File: src/rtl/ect_meas_sequencer.sv
// ECT measurement sequencer: excitation enable, Sync square wave, period/measurement/frame
// counters and the ADC req/ack handshake. Define SEQ_ACK_TIMEOUT_EN to add the ack timeout.
module ect_meas_sequencer #(
  parameter int unsigned SYNC_DIV = 1000,
  parameter int unsigned PERIODS  = 8,
  parameter int unsigned SETTLE   = 2
`ifdef SEQ_ACK_TIMEOUT_EN
  ,
  parameter int unsigned ACK_TIMEOUT = 4095
`endif
) (
  input  logic        Clk,
  input  logic        Rst,
  input  logic        Start,
  input  logic        Abort,
  input  logic [15:0] NumFrames,
  input  logic [7:0]  MeasNum,
  output logic        EnExcit,
  output logic        Sync,
  output logic [7:0]  periodCnt,
  output logic        AdcReq,
  input  logic        AdcAck,
  output logic [7:0]  MeasIdx,
  output logic [15:0] FrameCnt,
  output logic        Busy,
  output logic        Done,
  output logic        AckErr
);

  localparam int unsigned SCW = $clog2(SYNC_DIV);
  localparam logic [SCW-1:0] SyncLast = SCW'(SYNC_DIV - 1);
  localparam logic [SCW-1:0] SyncHalf = SCW'(SYNC_DIV / 2);
  localparam logic [7:0]     PerLast  = 8'(PERIODS - 1);
  localparam logic [7:0]     SettleP  = 8'(SETTLE);

`ifdef SEQ_ACK_TIMEOUT_EN
  localparam int unsigned TW = $clog2(ACK_TIMEOUT + 1);
  localparam logic [TW-1:0] ToLast = TW'(ACK_TIMEOUT - 1);
  logic [TW-1:0] to_cnt_q;
`endif

  typedef enum logic [1:0] {StIdle, StArm, StRun, StDone} state_e;

  state_e         state_q;
  logic [SCW-1:0] sync_cnt_q;
  logic [7:0]     meas_last_q;
  logic [15:0]    num_frames_q;

  logic [SCW-1:0] sync_nxt;
  logic           per_wrap;
  logic           meas_wrap;
  logic [15:0]    frame_inc;
  logic           last_frame;

  always_comb begin
    sync_nxt   = (sync_cnt_q == SyncLast) ? '0 : sync_cnt_q + SCW'(1);
    per_wrap   = (periodCnt == PerLast);
    meas_wrap  = per_wrap && (MeasIdx == meas_last_q);
    frame_inc  = FrameCnt + 16'd1;
    last_frame = meas_wrap && (num_frames_q != 16'd0) && (frame_inc == num_frames_q);
  end

  always_ff @(posedge Clk or negedge Rst) begin
    if (!Rst) begin
      state_q      <= StIdle;
      sync_cnt_q   <= '0;
      meas_last_q  <= 8'd0;
      num_frames_q <= 16'd0;
      EnExcit      <= 1'b0;
      Sync         <= 1'b0;
      periodCnt    <= 8'd0;
      AdcReq       <= 1'b0;
      MeasIdx      <= 8'd0;
      FrameCnt     <= 16'd0;
      Busy         <= 1'b0;
      Done         <= 1'b0;
      AckErr       <= 1'b0;
`ifdef SEQ_ACK_TIMEOUT_EN
      to_cnt_q     <= '0;
`endif
    end else if (Abort) begin
      // FrameCnt and AckErr survive an abort so the host can read them back
      state_q    <= StIdle;
      sync_cnt_q <= '0;
      EnExcit    <= 1'b0;
      Sync       <= 1'b0;
      periodCnt  <= 8'd0;
      AdcReq     <= 1'b0;
      MeasIdx    <= 8'd0;
      Busy       <= 1'b0;
      Done       <= 1'b0;
`ifdef SEQ_ACK_TIMEOUT_EN
      to_cnt_q   <= '0;
`endif
    end else begin
      Done <= 1'b0;
      unique case (state_q)
        StIdle: begin
          if (Start) begin
            state_q      <= StArm;
            FrameCnt     <= 16'd0;
            AckErr       <= 1'b0;
            meas_last_q  <= (MeasNum == 8'd0) ? 8'd0 : MeasNum - 8'd1;
            num_frames_q <= NumFrames;
            EnExcit      <= 1'b1;
            Busy         <= 1'b1;
            sync_cnt_q   <= '0;
          end
        end
        StArm: begin
          if (sync_cnt_q == SyncLast) begin
            state_q    <= StRun;
            sync_cnt_q <= '0;
            Sync       <= 1'b1;
          end else begin
            sync_cnt_q <= sync_nxt;
          end
        end
        StRun: begin
          sync_cnt_q <= sync_nxt;
          Sync       <= (sync_nxt < SyncHalf);

          // A request still pending at the next Sync rise is abandoned, not re-issued
          if ((sync_cnt_q == '0) && AdcReq && !AdcAck) begin
            AdcReq <= 1'b0;
            AckErr <= 1'b1;
          end else if ((sync_cnt_q == '0) && (periodCnt >= SettleP)) begin
            AdcReq <= 1'b1;
`ifdef SEQ_ACK_TIMEOUT_EN
            to_cnt_q <= '0;
`endif
          end else if (AdcAck) begin
            AdcReq <= 1'b0;
`ifdef SEQ_ACK_TIMEOUT_EN
          end else if (AdcReq && (to_cnt_q == ToLast)) begin
            AdcReq <= 1'b0;
            AckErr <= 1'b1;
          end else if (AdcReq) begin
            to_cnt_q <= to_cnt_q + TW'(1);
`endif
          end

          // Counters move on the Sync fall so they are stable at every Sync rise
          if (sync_cnt_q == SyncHalf) begin
            periodCnt <= per_wrap ? 8'd0 : periodCnt + 8'd1;
            if (per_wrap) begin
              MeasIdx <= meas_wrap ? 8'd0 : MeasIdx + 8'd1;
            end
            if (meas_wrap) begin
              FrameCnt <= frame_inc;
            end
            if (last_frame) begin
              state_q    <= StDone;
              sync_cnt_q <= '0;
              Done       <= 1'b1;
              EnExcit    <= 1'b0;
              Sync       <= 1'b0;
              Busy       <= 1'b0;
              AdcReq     <= 1'b0;
            end
          end
        end
        StDone: begin
          state_q <= StIdle;
        end
      endcase
    end
  end

endmodule

File: config.mk
export PLATFORM = sky130hd
export DESIGN_NAME = ect_meas_sequencer
export DESIGN_NICKNAME = d
export VERILOG_FILES = /design/src/rtl/ect_meas_sequencer.sv
export SDC_FILE = /design/constraint.sdc
export NUM_CORES = 1
export LEC_CHECK = 0
export ABC_AREA = 1
export ABC_CLOCK_PERIOD_IN_PS = 2300
export BUFFER_PORTS_ARGS = -buffer_cell sky130_fd_sc_hd__buf_4
export CAP_MARGIN = 20
export CORE_MARGIN = 2
export CORE_UTILIZATION = 45
export DETAILED_ROUTE_END_ITERATION = 16
export HOLD_SLACK_MARGIN = 0.12
export PLACE_DENSITY = 0.71
export SLEW_MARGIN = 5
export SYNTH_ARGS = -nofsm -noshare
export SYNTH_HDL_FRONTEND = slang
export SYNTH_SLANG_ARGS = --single-unit
File: constraint.sdc
create_clock -name Clk -period 2.3 [get_ports Clk]
set_input_delay 0.345 -clock Clk [delete_from_list [all_inputs] [get_ports Clk]]
set_output_delay 0.345 -clock Clk [all_outputs]
set_load 0.01 [all_outputs]
## Yosys cells after proc, flatten, opt, wreduce, memory -nomap -nowiden

Cells that the tools add are included.

| word-level totals | value |
|---|---|
| register bits | 73 |
| input bits | 29 |
| output and inout port bits | 38 |
| word-level logic and storage cells | 114 |

| cells by class | value |
|---|---|
| $add $sub $neg | 5 |
| order comparisons | 2 |
| equal/unequal tests | 16 |
| muxes and demuxes | 51 |
| bitwise operators | 1 |
| reduce and logical (&&, ||, !) cells | 27 |

Operator list:

| kind | count |
|---|---|
| $mux 8 | 10 |
| $mux 10 | 6 |
| $mux 16 | 3 |
| $pmux 16 s2 | 1 |
| $pmux 10 s3 | 1 |
| $mux 1 | 21 |
| $add 16x1->16 const B | 1 |
| $add 8x1->8 const B | 2 |
| $eq 16x16->1 | 1 |
| $reduce_bool 16->1 | 1 |
| $ne 3x3->1 const B | 4 |
| $reduce_and 4->1 | 3 |
| $add 10x1->10 const B | 1 |
| $eq 10x10->1 const B | 1 |
| $eq 10x9->1 const B | 1 |
| $logic_not 10->1 | 1 |
| $lt 10x9->1 const B | 1 |
| $mux 2 | 5 |
| $eq 8x3->1 const B | 1 |
| $eq 8x8->1 | 1 |
| $ge 8x2->1 const B | 1 |
| $logic_not 8->1 | 1 |
| $ne 2x2->1 const B | 4 |
| $pmux 2 s4 | 1 |
| other kinds (14) | 29 |

## Longest topological paths before layout

Gate-level depths: netlist of run 1.

| depth | value |
|---|---|
| depth in word-level cells | 8 |
| mapped depth | 16 |
| gate-level depth less buffers | 16 |

## Worst setup path before layout of run 1

No wires, ideal clock.

| path | value |
|---|---|
| kind | register to register |
| from | reg FrameCnt[1] |
| to | reg state_q[0] |
| arrival | 1.814 ns |
| data required time | 2.183 ns |
| setup slack | 0.369 ns |
| stages on the path, launching flop included | 17 |
| clock period less this slack | 1.931 ns |
| cells stage by stage | dfrtp_1 > ha_1 > nand2_2 > nor2_4 > nand2_1 > nand3_1 > nand2_1 > nor2_1 > nand2_1 > nor2_1 > nand2_1 > nor2_2 > nand2_1 > nand2_2 > nand3_2 > nand2_1 > nand2_1 |

| between the ends | value |
|---|---|
| word-level cells in the longest chain between the ends | 5 |

Ends and longest elaborated chain:

| what | RTL line | RTL |
|---|---|---|
| start: declaration | 24 | `output logic [15:0] FrameCnt,` |
| start signal: assignment | 150 | `FrameCnt <= frame_inc;` |
| $add 16x1->16 | 59 | `frame_inc = FrameCnt + 16'd1;` |
| $eq 16x16->1 | 60 | `last_frame = meas_wrap && (num_frames_q != 16'd0) && (frame_inc == num_frames_q);` |
| $logic_and 1x1->1 | 60 |  |
| $ne 3x3->1 (no line) | -- |  |
| $reduce_and 4->1 (no line) | -- |  |
| end signal: assignment | 65 | `state_q <= StIdle;` |
| end signal: assignment | 83 | `state_q <= StIdle;` |
| end signal: assignment | 100 | `state_q <= StArm;` |
| end: declaration | 44 | `state_e state_q;` |

No other way between the ends.
A chain may end at the register's enable or synchronous reset.

## Worst setup path after layout of run 1

| path | value |
|---|---|
| from | reg FrameCnt[3] |
| to | reg state_q[0] |

Same word-level chain as after synthesis.

==> impl_metrics.py, run 1 <==
metrics = {
    "sta": {
        "final_max_slew_viol_count": 0,
        "tightest_slew_ns": 0.5073,
        "hold_violations": 0,
        "setup_viol": 0,
        "finalCritPeriodShare": 0.9245,
        "finClkSkew_ns": 0.008853,
        "max-slew-margin-rel": 0.6587,
        "fmax_mhz": 470.3,
        "layout_min_cycle_time_ns": 2.126,
    },
    "drt": {
        "first_iter_violations": 318,
        "route.detailed.drc": 0,
        "routed_wirelength_microns": 12370,
        "postRouteAntennaNets": 0,
        "dr.pass1.iters": 5,
        "via_count": 4737,
        "via_per_inst": 5.334,
        "routedWlPerCell_microns": 13.93,
    },
    "floorplanning": {
        "die-area_sq_mm": 0.01133,
        "core_sq_mm": 0.01028,
        "io_pins": 67,
        "rows": 37,
        "fp.dieW_microns": 106.5,
        "start_util": 0.4597,
        "die_h_microns": 106.5,
    },
    "clock_network": {
        "cts_sinks": 73,
        "cts_buffer_depth": 2,
        "path_clk_slew_ns": 0.08,
        "cts-root-buf": "clkbuf_8",
        "cts_buffers": 9,
        "insertion_delay_ns": 0.36,
        "cts_tree": "done",
        "htreeDepth": 3,
    },
    "job": {
        "maxCapViolCount": 0,
    },
    "worst_setup_path": {
        "cp-start-kind": "register",
        "worst_ep_arrival_time_ns": 2.38,
        "crit_fanout": 6,
        "cp-end-kind": "register",
        "required_ns": 2.55,
        "critical_path_class": "reg -> reg",
    },
    "final_layout": {
        "layout_common_cells": "193 x nand2_1, 82 x inv_1, 75 x buf_4, 70 x dfrtp_1, 65 x nor2_1",
        "final_common_cell": "nand2_1",
        "syn_to_final_growth_pct": 19.89,
        "layout.nets": 786,
        "drive_gt1_frac": 0.1795,
        "antenna_cells": 0,
        "n_fill_cell": 991,
        "post-route-util": 0.5511,
    },
    "synth": {
        "synth-seq-cells": 73,
        "synth.area.mux_share": 0,
        "synth_enable_flop_cells": 0,
        "syn_area_per_cell_sq_um": 7.073,
        "synth_ff_type": "dfrtp_1",
        "synth.area.top_cells": "dfrtp_1 39%, nand2_1 15%, inv_1 6.5%",
        "ys_warn_count": 0,
        "syn_nets": 707,
        "yosysUniqueCellTypes": 40,
        "syn-cell-area_sq_mm": 0.004725,
        "synth-seq-area-share": 0.3867,
        "synth-simple-area-share": 0.3747,
        "synth_largest_area_cell": "dfrtp_1",
        "synth_xor_area_frac": 0.03151,
        "syn_inst": 668,
        "synth_top_family_by_area": "simple AND/OR/NAND/NOR gates",
        "synth_fa_ha_area_frac": 0.02648,
        "synth_compound_area_frac": 0.09931,
        "synth_top_area_share": 0.3867,
        "synthArstFlopShare": 1.000,
    },
    "pwr": {
        "total_power_w": 0.004431,
        "netSwitchingFraction": 0.3982,
        "p_int_w": 0.002667,
        "power_frac_comb": 0.365,
        "p_leak_nw": 2.720,
        "netSwitchingPower_w": 0.001765,
        "max-vdd-ir-drop_v": 0.0003850,
        "powerDensity_mw_per_mm2": 782.3,
        "pwr-share-clk": 0.223,
        "power_frac_seq": 0.412,
    },
    "hold_path": {
        "hold_class": "in -> reg",
    },
    "place": {
        "gp_congestion": 0.9540,
        "portBuffers": 66,
        "dp_hpwl_microns": 9220,
    },
    "global_route": {
        "overflow": 0,
        "grt_start_max_net_pins": 48,
        "grt_pass1_vias": 4507,
        "track_usage": 0.2270,
        "grt_pass1_wl_microns": 20690,
        "antenna_found_initial": 0,
    },
    "run_status": {
        "status": "finished, final reports clean",
    },
}
==> cell type report <==
cell class / count / area, sq um / area share
clock buffer: 10 / 127.6 / 0.02253
clock inverter: 6 / 58.81 / 0.01038
inverter: 85 / 319.1 / 0.05633
multi-input combinational: 500 / 2545 / 0.4493
sequential: 73 / 1831 / 0.3232
tap: 136 / 170.2 / 0.03004
timing repair buffer: 78 / 613.1 / 0.1082
==> logic make-up (layout without fill, tap and decap cells) <==
kind of cell / count (synthesis) / count (layout)
xor+xnor: 17 / 17
buf+inv: 96 / 179
simple gates: 390 / 391
flops: 73 / 73
fa+ha+maj: 10 / 10
compound gates: 82 / 82
==> registers in the layout, indices dropped and copies added (netlist names), 2 cells and up <==
| signal | flops |
|---|---|
| sync_cnt_q | 10 |
| state_q | 2 |
| periodCnt | 8 |
| FrameCnt | 16 |
| meas_last_q | 8 |
| num_frames_q | 16 |
| MeasIdx | 8 |
==> worst max-delay path, stage by stage, from the launching register on <==
cell     delay [ns]
dfrtp_1        0.51
nand2_2        0.13
nor2_4         0.22
nand2_4        0.09
nand2_1        0.09
nand2_1        0.07
nand2_1        0.06
nand2_1        0.05
nor2_2         0.13
nand3_1        0.11
nor2_2         0.15
nand2_2        0.09
nand2_2        0.12
nand3_2        0.08
nand2_1        0.08
nand2_1        0.05
==> through the flow <==
| step | worst slack (ns) | cell area (sq um) | TNS, ns | cells | hold WS (ns) |
|---|---|---|---|---|---|
| final | 0.1737 | 5664 | 0 | 888 | 0.1899 |
| after global routing | -0.007495 | 5664 | -0.007503 | 888 | 0.1971 |
| after CTS | 0.1186 | 5629 | 0 | 887 | 0.1812 |
| after detailed placement | 0.1279 | 5433 | 0 | 870 | 0.2993 |
| after global placement | 0.2250 | 5433 | 0 | 870 | 0.2926 |
| after floorplan | 0.3691 | 4725 | 0 | 668 | 0.04941 |
==> repair_timing <==
item,in CTS,in global routing
buffers inserted,0,0
endpoints found under the hold margin,26,0
gates resized for setup,0,9
hold buffers,1,0
setup endpoints to repair,0,14
==> worst paths after layout <==
path	from	end	slack, ns	depth (start not counted)
setup / recovery	FrameCnt[3]$_DFFE_PN0P_	state_q[0]$_DFFE_PN0P_	0.17	15
hold / removal	NumFrames[11]	num_frames_q[11]$_DFFE_PN0P_	0.19	3
setup reg to reg	FrameCnt[3]$_DFFE_PN0P_	state_q[0]$_DFFE_PN0P_	0.17	15
hold reg to reg	Busy$_DFFE_PN0P_	Busy$_DFFE_PN0P_	0.51	2
max in group asynchronous	Rst	sync_cnt_q[5]$_DFFE_PN0P_	1.28	3
min in group asynchronous	Rst	FrameCnt[8]$_DFFE_PN0P_	0.45	2
==> power groups by stage <==
stage          sequential, W  clock [W]  combinational [W]
2_1_floorplan        0.00178          0            0.00110
3_3_place_gp         0.00183          0            0.00157
3_5_place_dp         0.00184          0            0.00159
4_1_cts              0.00182    0.00100            0.00160
5_1_grt              0.00186    0.00105            0.00186
6_report             0.00183   0.000986            0.00162
==> synth_stat cells (7+ instances only) <==
cell and instances:
nand2_1 194, nor2_2 7, xor2_1 14, o21ai_0 48, ha_1 10, nor2_1 65, inv_1 82, nand4_1 29
a21oi_1 9, nand3_1 61, nand2_2 7, dfrtp_1 73
==> per-layer routing <==
layer	up-vias	part of all wire	global-route usage
li1	2339	-	-
met1	2241	0.46	0.3072
met2	135	0.47	0.3736
met3	22	0.049	0.02698
met4	0	0.020	0.08627
met5	-	0	0
No activity file was read; power rests on OpenSTA's default activity.
==> run 2: changes to the inputs <==
CORE_UTILIZATION = 50   (was 45)
CTS_BUF_LIST = sky130_fd_sc_hd__clkbuf_8   (was default)
PLACE_DENSITY = 0.77   (was 0.71)
==> run 2 against run 1 <==
Combinational power about the same. Core utilization up 7.1 points. Register-to-register slack about the same. Critical path type unchanged. Highest routed layer unchanged.
==> impl_metrics.py, run 2 (same netlist as run 1, synthesis figures left out) <==
metrics = {
    "run_status": {
        "status": "finished, final reports clean",
    },
    "pwr": {
        "netSwitchingFraction": 0.3854,
        "powerDensity_mw_per_mm2": 804.7,
        "netSwitchingPower_w": 0.001773,
        "p_int_w": 0.002827,
        "power_frac_comb": 0.359,
        "power_frac_seq": 0.397,
        "p_leak_nw": 2.773,
        "max-vdd-ir-drop_v": 0.0004566,
        "pwr-share-clk": 0.244,
    },
    "global_route": {
        "overflow": 0,
        "grt_pass1_vias": 4506,
        "antenna_found_initial": 0,
        "grt_pass1_wl_microns": 20690,
        "grt_start_max_net_pins": 46,
        "track_usage": 0.2512,
    },
    "sta": {
        "max-slew-margin-rel": 0.5997,
        "final_max_slew_viol_count": 0,
        "fmax_mhz": 471.4,
        "setup_viol": 0,
        "hold_violations": 0,
        "finalCritPeriodShare": 0.9224,
        "layout_min_cycle_time_ns": 2.122,
        "tns_ns": 0,
        "tightest_slew_ns": 0.6005,
        "finClkSkew_ns": 0.01512,
    },
    "drt": {
        "route.detailed.drc": 0,
        "routedWlPerCell_microns": 14.10,
        "routed_wirelength_microns": 12210,
        "dr.pass1.iters": 5,
        "first_iter_violations": 290,
        "via_count": 4670,
        "via_per_inst": 5.393,
        "postRouteAntennaNets": 0,
    },
    "worst_setup_path": {
        "max_stage_delay_ns": 0.41,
        "cp-start-kind": "register",
        "worst_ep_arrival_time_ns": 2.35,
        "critical_path_class": "reg -> reg",
        "crit_slowest_cell": "dfrtp_2",
        "cp-end-kind": "register",
        "critical_path.most_common_cell": "nand2_1",
        "crit_fanout": 8,
        "required_ns": 2.53,
        "crit_path_cell_trace": "ha_4 -> nand2_4 -> nor2_4 -> buf_6 -> nand2_1 -> nand2_1 -> nand2_1 -> nand2_1 -> nand2_1 -> inv_1 -> nand3_2 -> nor2_4 -> nand2_1 -> nand2_2 -> nand3_2 -> nand2_1 -> nand2_1",
    },
    "final_layout": {
        "final_common_cell": "nand2_1",
        "final_cells": 866,
        "top_regs": "FrameCnt x16, num_frames_q x16, sync_cnt_q x10",
        "syn_to_final_growth_pct": 21.00,
        "layout_common_cells": "193 x nand2_1, 82 x inv_1, 79 x buf_4, 69 x dfrtp_1, 62 x nor2_1",
        "antenna_cells": 0,
        "layout.nets": 790,
        "drive_gt1_frac": 0.1907,
    },
    "place": {
        "gp_congestion": 0.9118,
        "post-place-cells": 846,
        "portBuffers": 66,
        "dp_hpwl_microns": 9348,
    },
    "clock_network": {
        "htreeDepth": 3,
        "cts_buffers": 9,
        "cts_buffer_depth": 2,
        "cts_sinks": 73,
        "path_clk_slew_ns": 0.09,
        "cts_tree": "done",
        "cts-root-buf": "clkbuf_8",
        "insertion_delay_ns": 0.34,
    },
    "floorplanning": {
        "start_util": 0.5137,
        "core_sq_mm": 0.009196,
        "fp.dieW_microns": 101.2,
        "rows": 35,
        "io_pins": 67,
        "die_h_microns": 101.2,
        "die-area_sq_mm": 0.01024,
    },
    "job": {
        "maxCapViolCount": 0,
    },
    "hold_path": {
        "hold_class": "in -> reg",
    },
}
==> run 2: metrics by stage <==
stage               utilization  hold WS [ns]  instance area [sq um]  setup WS, ns  power (W)
finish                   0.6216        0.2007                   5717        0.1784   0.004600
global placement         0.5882        0.3901                   5409        0.2075   0.003391
floorplan                     -       0.04941                   4725        0.3691   0.002884
detailed placement       0.5882        0.3939                   5409        0.1168   0.003435
CTS                      0.6128        0.1923                   5635       0.09357   0.004560
global route             0.6216        0.1997                   5717     -0.005470   0.004949
==> run 2: per-layer routing <==
layer	global-route usage	share of wire
met5	0	0
met4	0.06445	0.010
met3	0.04141	0.035
met2	0.4162	0.49
met1	0.3450	0.47
==> run 2: what timing repair did <==
action                                  in CTS  in global routing
endpoints found under the setup margin       0                 14
hold buffers                                 1                  0
setup buffers                                0                  4
endpoints found under the hold margin       44                  0
gates resized for setup                      0                 15
==> run 2: cell type report <==
cell class / count / area [sq um]
Clock buffer: 10 / 137.6
Clock inverter: 5 / 78.83
Fill cell: 872 / 3480
Inverter: 85 / 319.1
Multi-Input combinational cell: 499 / 2556
Sequential cell: 73 / 1832
Tap cell: 111 / 138.9
Timing Repair Buffer: 83 / 654.4
==> run 2: power groups by stage <==
stage	clock [W]	combinational, W	sequential [W]
floorplan	0	0.00110	0.00178
global placement	0	0.00156	0.00184
detailed placement	0	0.00159	0.00184
CTS	0.00114	0.00160	0.00182
global route	0.00119	0.00190	0.00186
finish	0.00112	0.00165	0.00183
==> run 2: worst paths after layout <==
check	start	end	slack (ns)	cells after the start
setup / recovery	FrameCnt[0]$_DFFE_PN0P_	state_q[1]$_DFFE_PN0P_	0.18	17
hold / removal	NumFrames[5]	num_frames_q[5]$_DFFE_PN0P_	0.20	3
setup reg to reg	FrameCnt[0]$_DFFE_PN0P_	state_q[1]$_DFFE_PN0P_	0.18	17
hold reg to reg	Sync$_DFFE_PN0P_	Sync$_DFFE_PN0P_	0.50	2
max in group asynchronous	Rst	sync_cnt_q[1]$_DFFE_PN0P_	1.17	3
min in group asynchronous	Rst	num_frames_q[4]$_DFFE_PN0P_	0.56	2
==> run 2: critical path: cells and delay by family, from the launching register on <==
family	cells	cell delay (ns)
buffers and inverters	2	0.21
adders and majority gates	1	0.17
DFF	1	0.41
and+or+nand+nor	14	1.20
==> run 3: changes to the inputs <==
==> constraint.sdc (replaced) <==
create_clock -name Clk -period 2.3 [get_ports Clk]
set_input_delay 0.115 -clock Clk [delete_from_list [all_inputs] [get_ports Clk]]
set_output_delay 0.115 -clock Clk [all_outputs]
set_load 0.01 [all_outputs]
==> run 3 against run 2 <==
Flip-flop and latch count is the same. Largest power group unchanged. Fmax shrank 2.1%. Routed wire length grew 5.9%. Setup slack lost 0.045 ns. Highest routed layer unchanged.
==> impl_metrics.py, run 3 (same netlist as run 1, synthesis figures left out) <==
metrics = {
    "clock_network": {
        "cts_sinks": 73,
        "path_clk_slew_ns": 0.09,
        "htreeDepth": 3,
        "cts_tree": "done",
        "cts_buffers": 9,
        "insertion_delay_ns": 0.35,
        "cts_buffer_depth": 2,
        "cts-root-buf": "clkbuf_8",
    },
    "worst_setup_path": {
        "reg2reg_from": "FrameCnt[0]$_DFFE_PN0P_",
        "reg2reg_setup_slack_ns": 0.13,
        "cp-start-kind": "register",
        "worst_ep_arrival_time_ns": 2.41,
        "critical_path.most_common_cell": "nand2_1",
        "cp-end-kind": "register",
        "required_ns": 2.54,
        "crit_path_end": "sync_cnt_q[7]$_DFFE_PN0P_",
        "crit_start": "FrameCnt[0]$_DFFE_PN0P_",
        "critical_path_class": "reg -> reg",
        "path_buf_inv": 1,
        "ff2ff_path_depth": 15,
        "crit_fanout": 9,
        "crit_path_cell_trace": "ha_4 -> nand2_2 -> nor2_4 -> buf_4 -> nand4_1 -> nand3_1 -> nand2_1 -> nor2_1 -> nand2_1 -> nor2_2 -> nand3_2 -> nand2_2 -> nand2_4 -> nand2_1 -> nand2_1",
        "max_stage_delay_ns": 0.44,
        "crit_slowest_cell": "dfrtp_2",
        "worst-path-stages": 15,
        "r2r_end": "sync_cnt_q[7]$_DFFE_PN0P_",
        "worst_path_dominant_cell_family": "simple AND/OR/NAND/NOR gates",
    },
    "drt": {
        "via_count": 4888,
        "dr.pass1.iters": 5,
        "routed_wirelength_microns": 12930,
        "first_iter_violations": 281,
        "postRouteAntennaNets": 0,
        "routedWlPerCell_microns": 14.47,
        "via_per_inst": 5.468,
        "route.detailed.drc": 0,
    },
    "final_layout": {
        "layout.nets": 817,
        "n_fill_cell": 785,
        "final_common_cell": "nand2_1",
        "drive_gt1_frac": 0.1865,
        "antenna_cells": 0,
        "top_regs": "FrameCnt x16, num_frames_q x16, sync_cnt_q x10",
        "final_cells": 894,
        "syn_to_final_growth_pct": 26.93,
        "layout_common_cells": "193 x nand2_1, 83 x buf_4, 82 x inv_1, 68 x dfrtp_1, 63 x nor2_1",
        "post-route-util": 0.6521,
    },
    "sta": {
        "tightest_slew_ns": 0.9214,
        "hold_violations": 0,
        "final_max_slew_viol_count": 0,
        "fmax_mhz": 461.6,
        "finalCritPeriodShare": 0.9419,
        "layout_min_cycle_time_ns": 2.166,
        "finClkSkew_ns": 0.01186,
        "max-slew-margin-rel": 0.3857,
        "setup_viol": 0,
    },
    "pwr": {
        "total_power_w": 0.004879,
        "p_leak_nw": 2.885,
        "max-vdd-ir-drop_v": 0.0004376,
        "powerDensity_mw_per_mm2": 813.6,
    },
    "run_status": {
        "status": "finished, final reports clean",
    },
    "place": {
        "portBuffers": 66,
        "dp_hpwl_microns": 9231,
        "gp_congestion": 0.9097,
        "post-place-cells": 845,
    },
    "global_route": {
        "track_usage": 0.2616,
        "overflow": 0,
        "antenna_found_initial": 0,
        "grt_pass1_wl_microns": 21530,
        "grt_start_max_net_pins": 74,
        "grt_pass1_vias": 4701,
    },
    "job": {
        "maxCapViolCount": 0,
    },
    "floorplanning": {
        "io_pins": 67,
        "start_util": 0.5137,
        "fp.dieW_microns": 101.2,
        "die_h_microns": 101.2,
        "die-area_sq_mm": 0.01024,
        "core_sq_mm": 0.009196,
        "rows": 35,
    },
    "hold_path": {
        "hold_class": "in -> reg",
        "holdPathStages": 3,
    },
}
-- run 3: timing repair --
item | in CTS | in global routing
hold buffers | 26 | 0
endpoints found under the setup margin | 0 | 15
endpoints found under the hold margin | 99 | 0
setup buffers | 0 | 7
gates resized for setup | 0 | 11
-- run 3: how the worst min path moves through the flow --
stage	from	endpoint	slack (ns)
finish	Start	AckErr$_DFFE_PN0P_	0.16
global route	Start	AckErr$_DFFE_PN0P_	0.16
CTS	Start	AckErr$_DFFE_PN0P_	0.14
detailed placement	Rst	num_frames_q[0]$_DFFE_PN0P_	0.32
global placement	Rst	num_frames_q[0]$_DFFE_PN0P_	0.31
floorplan	Rst	AckErr$_DFFE_PN0P_	-0.18
-- run 3: per-layer routing --
layer | global-route usage | vias up | wire (microns)
met5 | 0 | - | 0
met2 | 0.4407 | 154 | 6340
met3 | 0.04831 | 20 | 642
met4 | 0.07692 | 0 | 188
li1 | - | 2398 | -
met1 | 0.3456 | 2316 | 5761
-- run 3: area by class of cell --
| type | count | area, sq um | share of cell area |
|---|---|---|---|
| clock inverters | 7 | 141.4 | 0.02358 |
| clock buffers | 9 | 123.9 | 0.02066 |
| flip-flops and latches | 73 | 1833 | 0.3057 |
| repair buffers | 110 | 903.4 | 0.1506 |
| multi-input cells | 499 | 2537 | 0.4231 |
| inverters | 85 | 319.1 | 0.05320 |
| well taps | 111 | 138.9 | 0.02316 |
-- run 3: through the flow --
step                hold slack (ns)  setup WS [ns]  TNS [ns]  instance area, sq um
finish                       0.1560         0.1336         0                  5997
global route                 0.1585       -0.04751   -0.3613                  5997
CTS                          0.1414         0.1092         0                  5914
detailed placement           0.3213         0.1526         0                  5389
global placement             0.3110         0.2094         0                  5389
floorplan                   -0.1806         0.3691         0                  4725
-- run 3: worst min-delay path, delay by kind of cell --
kind	cells	cell delay, ns
AO/OA/AOI/OAI	1	0.09
buffers and inverters	1	0.13
AND/OR/NAND/NOR	1	0.14
-- run 3: where the power goes --
group          switching [W]  internal, W
Combinational        0.00103     0.000665
Sequential          0.000279      0.00156
Clock               0.000511     0.000832
